<file path="config.mk">
export PLATFORM = sky130hd
export DESIGN_NAME = rc5_decrypt
export DESIGN_NICKNAME = d
export VERILOG_FILES = /design/src/rtl/rc5_pkg.sv /design/src/rtl/rc5_decrypt_rotr.sv /design/src/rtl/rc5_decrypt.sv
export SDC_FILE = /design/constraint.sdc
export NUM_CORES = 1
export LEC_CHECK = 0
export CAP_MARGIN = 25
export CORE_AREA = 2 2 240 242
export CTS_BUF_LIST = sky130_fd_sc_hd__clkbuf_8
export DETAILED_ROUTE_END_ITERATION = 8
export DIE_AREA = 0 0 242 244
export GPL_TIMING_DRIVEN = 0
export REMOVE_ABC_BUFFERS = 1
export SLEW_MARGIN = 30
export SYNTH_ARGS = -nofsm -noshare
export SYNTH_HDL_FRONTEND = slang
export SYNTH_SLANG_ARGS = --single-unit
</file>
<file path="constraint.sdc">
create_clock -name clk -period 13.1 [get_ports clk]
set_input_delay 1.31 -clock clk [delete_from_list [all_inputs] [get_ports clk]]
set_output_delay 1.31 -clock clk [all_outputs]
set_load 0.02 [all_outputs]
</file>
<file path="src/rtl/rc5_pkg.sv">
// Shared RC5-16 definitions for the key expander and the block decryptor.
// Word size, table depth, magic constants and the decryptor state type.
package rc5_pkg;

    localparam int W_SIZE     = 16;
    localparam int T_MAX      = 34;
    localparam int MAX_ROUNDS = 16;

    // RC5 magic constants for w=16, derived from e and the golden ratio
    localparam logic [W_SIZE-1:0] P_CONST = 16'hB7E1;
    localparam logic [W_SIZE-1:0] Q_CONST = 16'h9E37;

    typedef logic [W_SIZE-1:0] word_t;

    typedef enum logic [2:0] {
        IDLE,
        ROUND_B,
        ROUND_A,
        FINAL,
        DONE
    } state_t;

endpackage

</file>
<file path="src/rtl/rc5_decrypt_rotr.sv">
// Combinational rotate-right by a data-dependent amount.
// Mirrors the rotate-left block used by the key expander.
module rotr #(
    parameter int W = 16
) (
    input  logic [W-1:0]         data_i,
    input  logic [$clog2(W)-1:0] n_i,
    output logic [W-1:0]         data_o
);

    // A shift by W yields zero, so a rotate of 0 collapses to the identity
    assign data_o = (data_i >> n_i) | (data_i << (W - int'(n_i)));

endmodule

</file>
<file path="src/rtl/rc5_decrypt.sv">
// Iterative RC5-16 block decryptor, one half-round per clock.
// Consumes the expanded subkey table produced by the key expander.
import rc5_pkg::*;

module rc5_decrypt (
    input  logic        clk,
    input  logic        rst,
    input  logic        start,
    input  logic        key_ready,
    input  logic [4:0]  num_rounds,
    input  word_t       subkeys [T_MAX],
    input  logic [31:0] ciphertext,
    output logic [31:0] plaintext,
    output logic        busy,
    output logic        done
);

    state_t      r_state;
    word_t       r_a;
    word_t       r_b;
    logic [4:0]  r_rnd;
    logic [31:0] r_plaintext;

    logic [5:0]  w_idx_b;
    logic [5:0]  w_idx_a;
    word_t       w_diff_b;
    word_t       w_diff_a;
    word_t       w_rot_b;
    word_t       w_rot_a;
    word_t       w_new_b;
    word_t       w_new_a;
    word_t       w_fin_b;
    word_t       w_fin_a;
    logic [4:0]  w_rnd_sat;

    assign w_idx_b   = {r_rnd, 1'b1};
    assign w_idx_a   = {r_rnd, 1'b0};
    assign w_diff_b  = r_b - subkeys[w_idx_b];
    assign w_diff_a  = r_a - subkeys[w_idx_a];
    assign w_new_b   = w_rot_b ^ r_a;
    // In ROUND_A, r_b already holds the value written during ROUND_B
    assign w_new_a   = w_rot_a ^ r_b;
    assign w_fin_b   = r_b - subkeys[1];
    assign w_fin_a   = r_a - subkeys[0];
    assign w_rnd_sat = (num_rounds > 5'(MAX_ROUNDS)) ? 5'(MAX_ROUNDS) : num_rounds;

    rotr #(.W(W_SIZE)) u_rotr_b (
        .data_i (w_diff_b),
        .n_i    (r_a[3:0]),
        .data_o (w_rot_b)
    );

    rotr #(.W(W_SIZE)) u_rotr_a (
        .data_i (w_diff_a),
        .n_i    (r_b[3:0]),
        .data_o (w_rot_a)
    );

    always_ff @(posedge clk or negedge rst) begin
        if (!rst) begin
            r_state     <= IDLE;
            r_a         <= '0;
            r_b         <= '0;
            r_rnd       <= '0;
            r_plaintext <= '0;
        end else begin
            case (r_state)
                IDLE: begin
                    if (start && key_ready) begin
                        r_a     <= ciphertext[15:0];
                        r_b     <= ciphertext[31:16];
                        r_rnd   <= w_rnd_sat;
                        r_state <= (w_rnd_sat != 5'd0) ? ROUND_B : FINAL;
                    end
                end
                ROUND_B: begin
                    r_b     <= w_new_b;
                    r_state <= ROUND_A;
                end
                ROUND_A: begin
                    r_a     <= w_new_a;
                    r_rnd   <= r_rnd - 5'd1;
                    r_state <= (r_rnd == 5'd1) ? FINAL : ROUND_B;
                end
                FINAL: begin
                    r_b         <= w_fin_b;
                    r_a         <= w_fin_a;
                    r_plaintext <= {w_fin_b, w_fin_a};
                    r_state     <= DONE;
                end
                DONE: begin
                    // Hold the result until the requester drops start
                    if (!start) begin
                        r_state <= IDLE;
                    end
                end
                default: r_state <= IDLE;
            endcase
        end
    end

    assign plaintext = r_plaintext;
    assign busy      = (r_state == ROUND_B) || (r_state == ROUND_A) || (r_state == FINAL);
    assign done      = (r_state == DONE);

endmodule

</file>
After elaboration in Yosys (flattened, before gate mapping)

Cells that the tools add are included.

Register bits: 72
Output and inout bits: 34

Add/subtract/negate cells: 7
Order comparisons: 3
Equality and inequality tests: 7
Shifts and indexed selects: 4
Muxes and demuxes: 18
Bitwise logic cells: 6
Reductions and logical operators: 12

Operators with widths:

| operator                                                              | number |
|---|---|
| 16-bit binary-select mux with 6-bit select                            | 2 |
| 16-bit two-way mux                                                    | 6 |
| 16-bit one-hot mux with 3 select lines                                | 2 |
| 16-bit by 32-bit left shift with 16-bit output                        | 2 |
| 16-bit subtractor                                                     | 4 |
| 16-bit bitwise OR                                                     | 2 |
| 16-bit by 4-bit >> shifter with 16-bit output                         | 2 |
| 16-bit XOR                                                            | 2 |
| 3-bit one-hot mux with 5 select lines                                 | 1 |
| 7-bit >= comparator, second input constant                            | 2 |
| 6-bit NOT with 7-bit output                                           | 2 |
| 5-bit by 4-bit subtractor with 6-bit output, first input constant     | 2 |
| 5-bit two-way mux                                                     | 2 |
| 5-bit one-hot mux with 2 select lines                                 | 1 |
| 2-bit AND reduction                                                   | 4 |
| 3-bit by 2-bit equality test with 1-bit output, second input constant | 2 |
| 3-bit two-way mux                                                     | 2 |
| 3-bit nonzero test                                                    | 2 |
| 5-bit by 1-bit equality test with 1-bit output, second input constant | 1 |
| 5-bit greater-than comparator, second input constant                  | 1 |
| 5-bit nonzero test                                                    | 1 |
| 5-bit by 1-bit subtractor with 5-bit output, second input constant    | 1 |
| 2-bit two-way mux                                                     | 2 |
| 2-bit inequality test, second input constant                          | 2 |
| other kinds (6)                                                       | 7 |

Longest topological paths before layout

Gate-level depths: netlist of run 1.

Depth in word-level cells: 9
Gate-level depth with buffers: 20
Depth with buffers taken out: 17

Cells and area by module

A second synthesis of run 1 with hierarchy kept.

Cells, all modules: 1359
Area total of the unflattened synthesis: 13593.0 µm²

By module, submodules not included:

| module      | times used | cells an instance | area each (µm²) | seq. area each (µm²) |
|---|---|---|---|---|
| rc5_decrypt | 1          | 1029              | 10455.0         | 1801.7 |
| rotr        | 2          | 165               | 1569.0          | 0.0 |

Worst setup path before layout of run 1

Ideal clock, no wire load.

Kind: flip-flop to flip-flop
Start point: register r_rnd[0]
End point: register r_a[11]
Library setup time: 0.126 ns
Arrival: 5.322 ns
Data required time: 12.974 ns
Path slack: 7.652 ns
Stages on the path, launching flop included: 19
Path buffers: 3
Cells stage by stage: dfrtp_1 buf_6 clkbuf_1 buf_1 mux4_2 mux2i_1 o21ai_0 a222oi_1 ha_1 nor2b_1 o31a_1 o21ai_1 a21boi_0 or2_0 mux4_2 a211oi_1 a2bb2oi_2 xnor2_1 a221o_1

Word-level cells in the longest chain between the ends: 9
Elaborated cells between the ends (all ways): 10

Ends and longest elaborated chain:

| what                                                                                                            | line                   | RTL |
|---|---|---|
| start, declared                                                                                                 | rc5_decrypt.sv:21      | `logic [4:0] r_rnd;` |
| start signal, assigned                                                                                          | rc5_decrypt.sv:72      | `r_rnd <= w_rnd_sat;` |
| start signal, assigned                                                                                          | rc5_decrypt.sv:82      | `r_rnd <= r_rnd - 5'd1;` |
| 6-bit NOT with 7-bit output (implied by the code) *                                                             | rc5_decrypt.sv:39      | `assign w_diff_a = r_a - subkeys[w_idx_a];` |
| 16-bit binary-select mux with 6-bit select *                                                                    | rc5_decrypt.sv:39      |  |
| 16-bit two-way mux (implied by the code) * (2 in a row)                                                         | rc5_decrypt.sv:39      |  |
| 16-bit subtractor *                                                                                             | rc5_decrypt.sv:39      |  |
| 16-bit by 32-bit left shift with 16-bit output or 16-bit by 4-bit >> shifter with 16-bit output (tied branches) | rc5_decrypt_rotr.sv:12 | `assign data_o = (data_i >> n_i) \| (data_i << (W - int'(n_i)));` |
| 16-bit bitwise OR *                                                                                             | rc5_decrypt_rotr.sv:12 |  |
| 16-bit XOR *                                                                                                    | rc5_decrypt.sv:42      | `assign w_new_a = w_rot_a ^ r_b;` |
| 16-bit one-hot mux with 3 select lines *                                                                        | rc5_decrypt.sv:67      | `case (r_state)` |
| end signal, assigned                                                                                            | rc5_decrypt.sv:70      | `r_a <= ciphertext[15:0];` |
| end signal, assigned                                                                                            | rc5_decrypt.sv:81      | `r_a <= w_new_a;` |
| end signal, assigned                                                                                            | rc5_decrypt.sv:87      | `r_a <= w_fin_a;` |
| end, declared                                                                                                   | rc5_decrypt.sv:19      | `word_t r_a;` |

Mark *: on every way between the ends. The rest lies on a longest branch, timed or not. The select of a mux whose other input is x is not followed.
A chain may end at the register's enable or synchronous reset.

Worst setup path after layout of run 1

Start point: input port subkeys[112] in the netlist's numbering
End point: register r_a[14]

Word-level cells in the longest chain between the ends: 8
Elaborated cells between the ends (all ways): 9

Ends and longest elaborated chain:

| what                                                                                                            | line                   | RTL |
|---|---|---|
| start, declared                                                                                                 | rc5_decrypt.sv:11      | `input word_t subkeys [T_MAX],` |
| 16-bit binary-select mux with 6-bit select *                                                                    | rc5_decrypt.sv:39      |  |
| 16-bit two-way mux (implied by the code) * (2 in a row)                                                         | rc5_decrypt.sv:39      |  |
| 16-bit subtractor *                                                                                             | rc5_decrypt.sv:39      |  |
| 16-bit by 32-bit left shift with 16-bit output or 16-bit by 4-bit >> shifter with 16-bit output (tied branches) | rc5_decrypt_rotr.sv:12 |  |
| 16-bit bitwise OR *                                                                                             | rc5_decrypt_rotr.sv:12 |  |
| 16-bit XOR *                                                                                                    | rc5_decrypt.sv:42      |  |
| 16-bit one-hot mux with 3 select lines *                                                                        | rc5_decrypt.sv:67      |  |

Marks and branches as above.

==> summary.md, run 1 <==
| Metric | Value |
|---|---|
| Final setup violation count | 0 |
| Core area | 0.05617 mm² |
| Number of nets still failing antenna checks after routing | 0 |
| Buffer levels on the longest clock path | 2 |
| Worst Path Arrival | 7.34 ns |
| Crit Path Max Fanout | 7 |
| TritonCTS clock tree | done |
| Antenna violations before repair | 8 |
| Complex-gate fraction of the synthesized area | 25.46% |
| Run status | completed |
| Number of failing hold endpoints at the final stage | 0 |
| Number of distinct standard cells referenced by the synthesized netlist | 91 |
| Wire length of the first global-routing pass | 117000 µm |
| Vias per cell | 5.852 |
| Multiplexer fraction of the synthesized cell area | 29.49% |
| Non-Filler Cell Area, Final | 0.02180 mm² |
| Peak clock frequency supported by timing | 140.5 MHz |
| Count of final max-slew check failures | 0 |
| Clock network latency to the later pin of the worst-skew pair | 0.40 ns |
| Number of DRC violations after detailed-routing iteration 0 | 1630 |
| Synthesized-area fraction occupied by xor and xnor cells | 3.918% |
| Type of the worst min-delay path | register to register |
| Overflow left after global routing | 0 |
| Detailed Place HPWL | 68720 µm |
| Post-synthesis share of cell area spent on and, or, nand and nor gates | 16.71% |
| Min-delay src | plaintext[24] |
| Initial core utilization | 25.87% |
| Worst hold margin | 0.4792 ns |
| TritonCTS buffer count | 9 |
| Number of iterations in the first detailed-routing pass | 7 |
| Via count of the first global-routing pass | 16930 |
| Cell row count | 87 |
| Hold-fix buffer count after cts | 0 |
| Number of primary I/O pins | 619 |
| Cell area after placement | 0.02156 mm² |
| Sequential element share of the synthesized area | 12.40% |
| Async SR Flop Fraction | 100.0% |
| Maximum number of pins on one net before global-route repair | 58 |
| Number of gates resized after cts | 0 |
| Die outline area | 0.05905 mm² |
| Area growth, synth to finish | 50.03% |
| Die span in x | 242 µm |
| Register bit count reported by yosys | 72 |
| Synth Cell Area | 0.01453 mm² |
| Clock transition at the register clock pins on the worst setup and hold paths after CTS | 0.09 ns |
| Post-synthesis cell count | 1666 |
| Number of buffers inserted by post-CTS setup repair | 0 |
| Fin nets | 2841 |
| Kind of start point of the critical path | input port |
| Number of remaining DRC errors | 0 |
| Die H | 244 µm |
| Final routed wire length divided by cell count | 27.77 µm |
| Drt total wl | 81770 µm |
| Critical Path Start | subkeys[112] |
| Actual slew at the worst max-slew pin | 1.137 ns |
| Type of the setup path with the least slack | input port to register |
| Total number of vias | 17230 |
| Worst rel slew slack | 23.39% |
| Number of H-tree branching levels | 3 |
| Setup TNS after final layout | 0 ns |
| Global placer's final weighted congestion | 0.9971 |
| RSZ-0062 raised after global routing | no |
| Mapped Avg Cell Area | 8.721 µm² |
| Clock root buffer | sky130_fd_sc_hd__clkbuf_8 |
| Yosys warning total | 0 |
| Number of enable flip-flop cells after synthesis | 0 |
| Buffers on Ports | 618 |
| Fraction of final layout cells sized beyond drive strength 1 | 11.89% |
| Clock sink count | 72 |
| Worst reg2reg startpoint | r_rnd[2] |
| Worst Setup End Kind | register |
| CP required | 13.32 ns |
| Number of max-cap violations | 0 |
| Post-Synth Adder-Cell Area | 6.666% |
| Tmin final | 7.118 ns |
| Clock Skew | 0.03005 ns |
| Global-route usage over all layers | 26.47% |
| Largest family of logic cells by synthesized area | multiplexers |
| Prevailing post-synth register cell | sky130_fd_sc_hd__dfrtp_1 |
| Crit share post-route | 54.34% |
-- synthesized netlist by cell type (30+ instances only) --
| cell | instances | share of area [%] |
|---|---|---|
| sky130_fd_sc_hd__clkbuf_1 | 92 | 2.4 |
| sky130_fd_sc_hd__inv_1 | 57 | 1.5 |
| sky130_fd_sc_hd__nand3_1 | 42 | 1.4 |
| sky130_fd_sc_hd__mux2i_1 | 41 | 2.8 |
| sky130_fd_sc_hd__a22oi_1 | 30 | 1.6 |
| sky130_fd_sc_hd__a21oi_1 | 106 | 3.7 |
| sky130_fd_sc_hd__nand2_1 | 177 | 4.6 |
| sky130_fd_sc_hd__mux4_2 | 163 | 25 |
| sky130_fd_sc_hd__nor3_1 | 38 | 1.3 |
| sky130_fd_sc_hd__o21ai_0 | 110 | 3.8 |
| sky130_fd_sc_hd__nor2_1 | 119 | 3.1 |
| sky130_fd_sc_hd__a211oi_1 | 31 | 1.6 |
| sky130_fd_sc_hd__xor2_1 | 32 | 1.9 |
| sky130_fd_sc_hd__ha_1 | 71 | 6.1 |
| sky130_fd_sc_hd__xnor2_1 | 33 | 2.0 |
| sky130_fd_sc_hd__dfrtp_1 | 72 | 12 |
-- state kept, by name, summed over array words and instances (netlist names) --
signal / count
r_b: 16
r_rnd: 5
r_state: 3
plaintext: 32
r_a: 16
-- cell type report --
| cell class | instances | area [µm²] |
|---|---|---|
| clock buffer | 9 | 123.9 |
| clock inverter | 7 | 95.09 |
| tap | 756 | 945.9 |
| fill | 5795 | 34370 |
| multi-input combinational | 1402 | 12010 |
| antenna | 3 | 7.507 |
| timing repair buffer | 635 | 6561 |
| inverter | 61 | 230.2 |
| sequential | 72 | 1824 |
-- cell families after synthesis --
logic type | count (synthesis)
XOR/XNOR | 65
flip-flops | 72
AND/OR/NAND/NOR | 512
multiplexers | 218
AO/OA/AOI/OAI | 532
adder cells (fa/ha/maj) | 75
buffers and inverters | 192
-- metrics by stage --
step / std cells / setup WS (ns) / util, %
CTS: 2942 / 6.376 / 38.77
floorplan: 1535 / 4.057 / -
finish: 2945 / 5.982 / 38.81
global placement: 2909 / 0.4307 / 37.58
global route: 2942 / 5.848 / 38.80
detailed placement: 2926 / 5.977 / 38.38
-- final timing paths --
| check | cells after the start | slack [ns] | endpoint |
|---|---|---|---|
| worst min register to register | 2 | 0.48 | plaintext[24] |
| min in group asynchronous | 1 | 0.76 | plaintext[6] |
| max in group asynchronous | 2 | 11.72 | r_rnd[1] |
| worst min-delay path | 2 | 0.48 | plaintext[24] |
| worst max-delay path | 18 | 5.98 | r_a[14] |
| worst max register to register | 19 | 6.07 | r_a[14] |
-- metal layers --
| layer | GRT usage, % | vias to the layer above | part of all wire [%] |
|---|---|---|---|
| met5 | 0 | - | 0.033 |
| met4 | 3.123 | 4 | 1.0 |
| met3 | 5.235 | 62 | 8.5 |
| met2 | 43.23 | 855 | 47 |
| met1 | 37.16 | 8672 | 44 |
| li1 | - | 7640 | - |
-- critical path, cell delays in order --
cell and delay, ns:
sky130_fd_sc_hd__clkdlybuf4s50_1 0.49, sky130_fd_sc_hd__mux4_2 0.25, sky130_fd_sc_hd__mux2_2 0.14, sky130_fd_sc_hd__a22oi_1 0.05, sky130_fd_sc_hd__o21ai_0 0.89, sky130_fd_sc_hd__ha_1 0.30, sky130_fd_sc_hd__inv_1 0.06, sky130_fd_sc_hd__fa_1 0.44
sky130_fd_sc_hd__a211oi_1 0.32, sky130_fd_sc_hd__o21ai_1 0.31, sky130_fd_sc_hd__a31o_2 0.35, sky130_fd_sc_hd__xnor2_1 0.56, sky130_fd_sc_hd__mux2i_1 0.14, sky130_fd_sc_hd__mux2_2 0.34, sky130_fd_sc_hd__a32o_1 0.23, sky130_fd_sc_hd__a2111oi_2 0.81
sky130_fd_sc_hd__xor2_1 0.24, sky130_fd_sc_hd__a21boi_1 0.10
-- cell usage in the layout (no fill, tap or decap), types with 21 or more instances in the layout --
cell,n
sky130_fd_sc_hd__a211oi_1,30
sky130_fd_sc_hd__a21o_1,24
sky130_fd_sc_hd__a21oi_1,105
sky130_fd_sc_hd__a22oi_1,30
sky130_fd_sc_hd__and3_1,21
sky130_fd_sc_hd__clkdlybuf4s50_1,617
sky130_fd_sc_hd__dfrtp_1,62
sky130_fd_sc_hd__ha_1,71
sky130_fd_sc_hd__inv_1,56
sky130_fd_sc_hd__mux2i_1,41
sky130_fd_sc_hd__mux4_2,163
sky130_fd_sc_hd__nand2_1,176
sky130_fd_sc_hd__nand3_1,42
sky130_fd_sc_hd__nor2_1,116
sky130_fd_sc_hd__nor3_1,37
sky130_fd_sc_hd__o211ai_1,22
sky130_fd_sc_hd__o21ai_0,110
sky130_fd_sc_hd__xnor2_1,31
sky130_fd_sc_hd__xor2_1,32
Power of run 1 is not shown: default switching activity piles up to over one toggle a cycle in this logic, so the estimate is an artifact.
==> run 2: changes to the inputs <==
==> constraint.sdc (replaced) <==
create_clock -name clk -period 6.45 [get_ports clk]
set_input_delay 0.645 -clock clk [delete_from_list [all_inputs] [get_ports clk]]
set_output_delay 0.645 -clock clk [all_outputs]
set_load 0.02 [all_outputs]
==> run 2 against run 1 <==
Global-route usage about the same; non-clock buffer count unchanged; setup slack worse by 5.7 ns; core utilization up 0.085 points; highest routed layer unchanged.
==> summary.md, run 2 (synthesized netlist as in run 1, its figures left out) <==
| Metric | Value |
|---|---|
| Buffers on Ports | 618 |
| Cell row count | 87 |
| Number of nets still failing antenna checks after routing | 0 |
| Final setup violation count | 0 |
| Via count of the first global-routing pass | 16950 |
| Register-to-Register Setup Slack | 0.24 ns |
| Clock sink count | 72 |
| CP required | 6.78 ns |
| PnR worst setup slack | 0.2440 ns |
| RSZ-0062 raised after global routing | no |
| Fin nets | 2841 |
| Die span in x | 242 µm |
| Worst rel slew slack | 36.79% |
| Cell area after placement | 0.02156 mm² |
| Die H | 244 µm |
| Initial core utilization | 25.87% |
| Number of remaining DRC errors | 0 |
| Die outline area | 0.05905 mm² |
| Actual slew at the worst max-slew pin | 0.9414 ns |
| Number of max-cap violations | 0 |
| Number of iterations in the first detailed-routing pass | 8 |
| Clock root buffer | sky130_fd_sc_hd__clkbuf_8 |
| Commonest cells after routing, fill and taps aside | 617 x sky130_fd_sc_hd__clkdlybuf4s50_1, 176 x sky130_fd_sc_hd__nand2_1, 163 x sky130_fd_sc_hd__mux4_2 |
| Number of failing hold endpoints at the final stage | 0 |
| Kind of start point of the critical path | register |
| Global placer's final weighted congestion | 0.9971 |
| Overflow left after global routing | 0 |
| Fillcell total | 5787 |
| Max reg flops | 32 |
| TritonCTS buffer count | 9 |
| Global-route usage over all layers | 26.49% |
| Wire length of the first global-routing pass | 117100 µm |
| Maximum number of pins on one net before global-route repair | 58 |
| Clock Skew | 0.03048 ns |
| Pre-CTS setup slack | -0.1788 ns |
| Type of the setup path with the least slack | register to register |
| Drt total wl | 81950 µm |
| Core area | 0.05617 mm² |
| Buffer levels on the longest clock path | 2 |
| Number of H-tree branching levels | 3 |
| Fraction of final layout cells sized beyond drive strength 1 | 12.12% |
| Antenna violations before repair | 8 |
| Crit share post-route | 96.22% |
| Final routed wire length divided by cell count | 27.83 µm |
| Worst Setup End Kind | register |
| Area growth, synth to finish | 50.36% |
| Run status | completed |
| Number of primary I/O pins | 619 |
| Clock network latency to the later pin of the worst-skew pair | 0.41 ns |
| Vias per cell | 5.850 |
| Total number of vias | 17230 |
| Hold-fix buffer count after cts | 0 |
| Area occupied by multi-input gates | 0.01206 mm² |
| Number of DRC violations after detailed-routing iteration 0 | 1680 |
| Non-Filler Cell Area, Final | 0.02185 mm² |
| Tmin final | 6.206 ns |
| Leading cell type in the layout, fill and taps excluded | sky130_fd_sc_hd__clkdlybuf4s50_1 |
| Sequential cell area in the final layout | 0.001824 mm² |
| Peak clock frequency supported by timing | 161.1 MHz |
| Number of buffers inserted by post-CTS setup repair | 0 |
| Crit Path Max Fanout | 33 |
| Worst Path Arrival | 6.53 ns |
| Type of the worst min-delay path | input port to asynchronous set/reset pin |
| Detailed Place HPWL | 68720 µm |
| Count of final max-slew check failures | 0 |
| Clock transition at the register clock pins on the worst setup and hold paths after CTS | 0.11 ns |
| TritonCTS clock tree | done |
==> run 2: cell counts in the layout (fill, tap and decap cells not counted) <==
Identical to the previous run, type by type.
==> run 2: final timing paths <==
kind,depth (start not counted),startpoint,to
setup / recovery,15,r_rnd[0],r_b[3]
hold / removal,1,rst,plaintext[6]
setup reg to reg,15,r_rnd[0],r_b[3]
hold reg to reg,2,plaintext[24],plaintext[24]
max in group asynchronous,2,rst,r_rnd[1]
min in group clk,2,plaintext[24],plaintext[24]
==> run 2: worst max-delay path, stage by stage (launching register included) <==
cell	delay (ns)
sky130_fd_sc_hd__dfrtp_4	0.56
sky130_fd_sc_hd__buf_16	0.26
sky130_fd_sc_hd__buf_16	0.28
sky130_fd_sc_hd__mux4_2	0.55
sky130_fd_sc_hd__mux4_2	0.47
sky130_fd_sc_hd__a22oi_1	0.26
sky130_fd_sc_hd__ha_1	0.35
sky130_fd_sc_hd__a211oi_1	0.57
sky130_fd_sc_hd__o21ai_0	0.20
sky130_fd_sc_hd__a21oi_1	0.27
sky130_fd_sc_hd__a21oi_1	0.16
sky130_fd_sc_hd__xnor2_1	0.49
sky130_fd_sc_hd__mux4_2	0.42
sky130_fd_sc_hd__o21ai_0	0.11
sky130_fd_sc_hd__a2111oi_1	0.84
sky130_fd_sc_hd__o32a_1	0.26
==> run 2: per-stage QoR <==
stage                     util, %  setup TNS, ns  hold WS, ns  std cells
final                       38.89              0      0.08975       2945
after CTS                   38.80              0      0.08400       2942
after floorplan                 -         -74.00       0.3494       1535
after global placement      37.58        -186.63       0.4604       2909
after global routing        38.88              0      0.09177       2942
after detailed placement    38.38        -0.6710       0.4650       2926
==> run 2: repair_timing <==
item | CTS | global route
hold endpoints to repair | 0 | 0
gates resized for setup | 5 | 6
endpoints found under the setup margin | 4 | 5
cloned | 0 | 0
==> run 2: area by class of cell <==
cell class                 count  share of cell area (%)
antenna                        3                 0.03436
clock buffer                   9                  0.5670
clock inverter                 7                  0.4353
inverter                      61                   1.054
multi-input combinational   1402                   55.19
sequential                    72                   8.350
tap                          756                   4.330
timing repair buffer         635                   30.03
==> run 2: layer usage <==
metal	GRT usage [%]	vias up	share of wire, %
li1	-	7644	-
met1	37.18	8688	44
met2	43.26	813	47
met3	5.235	78	8.1
met4	3.123	4	1.2
met5	0	-	0.033
Power of run 2 is left out for the same reason.
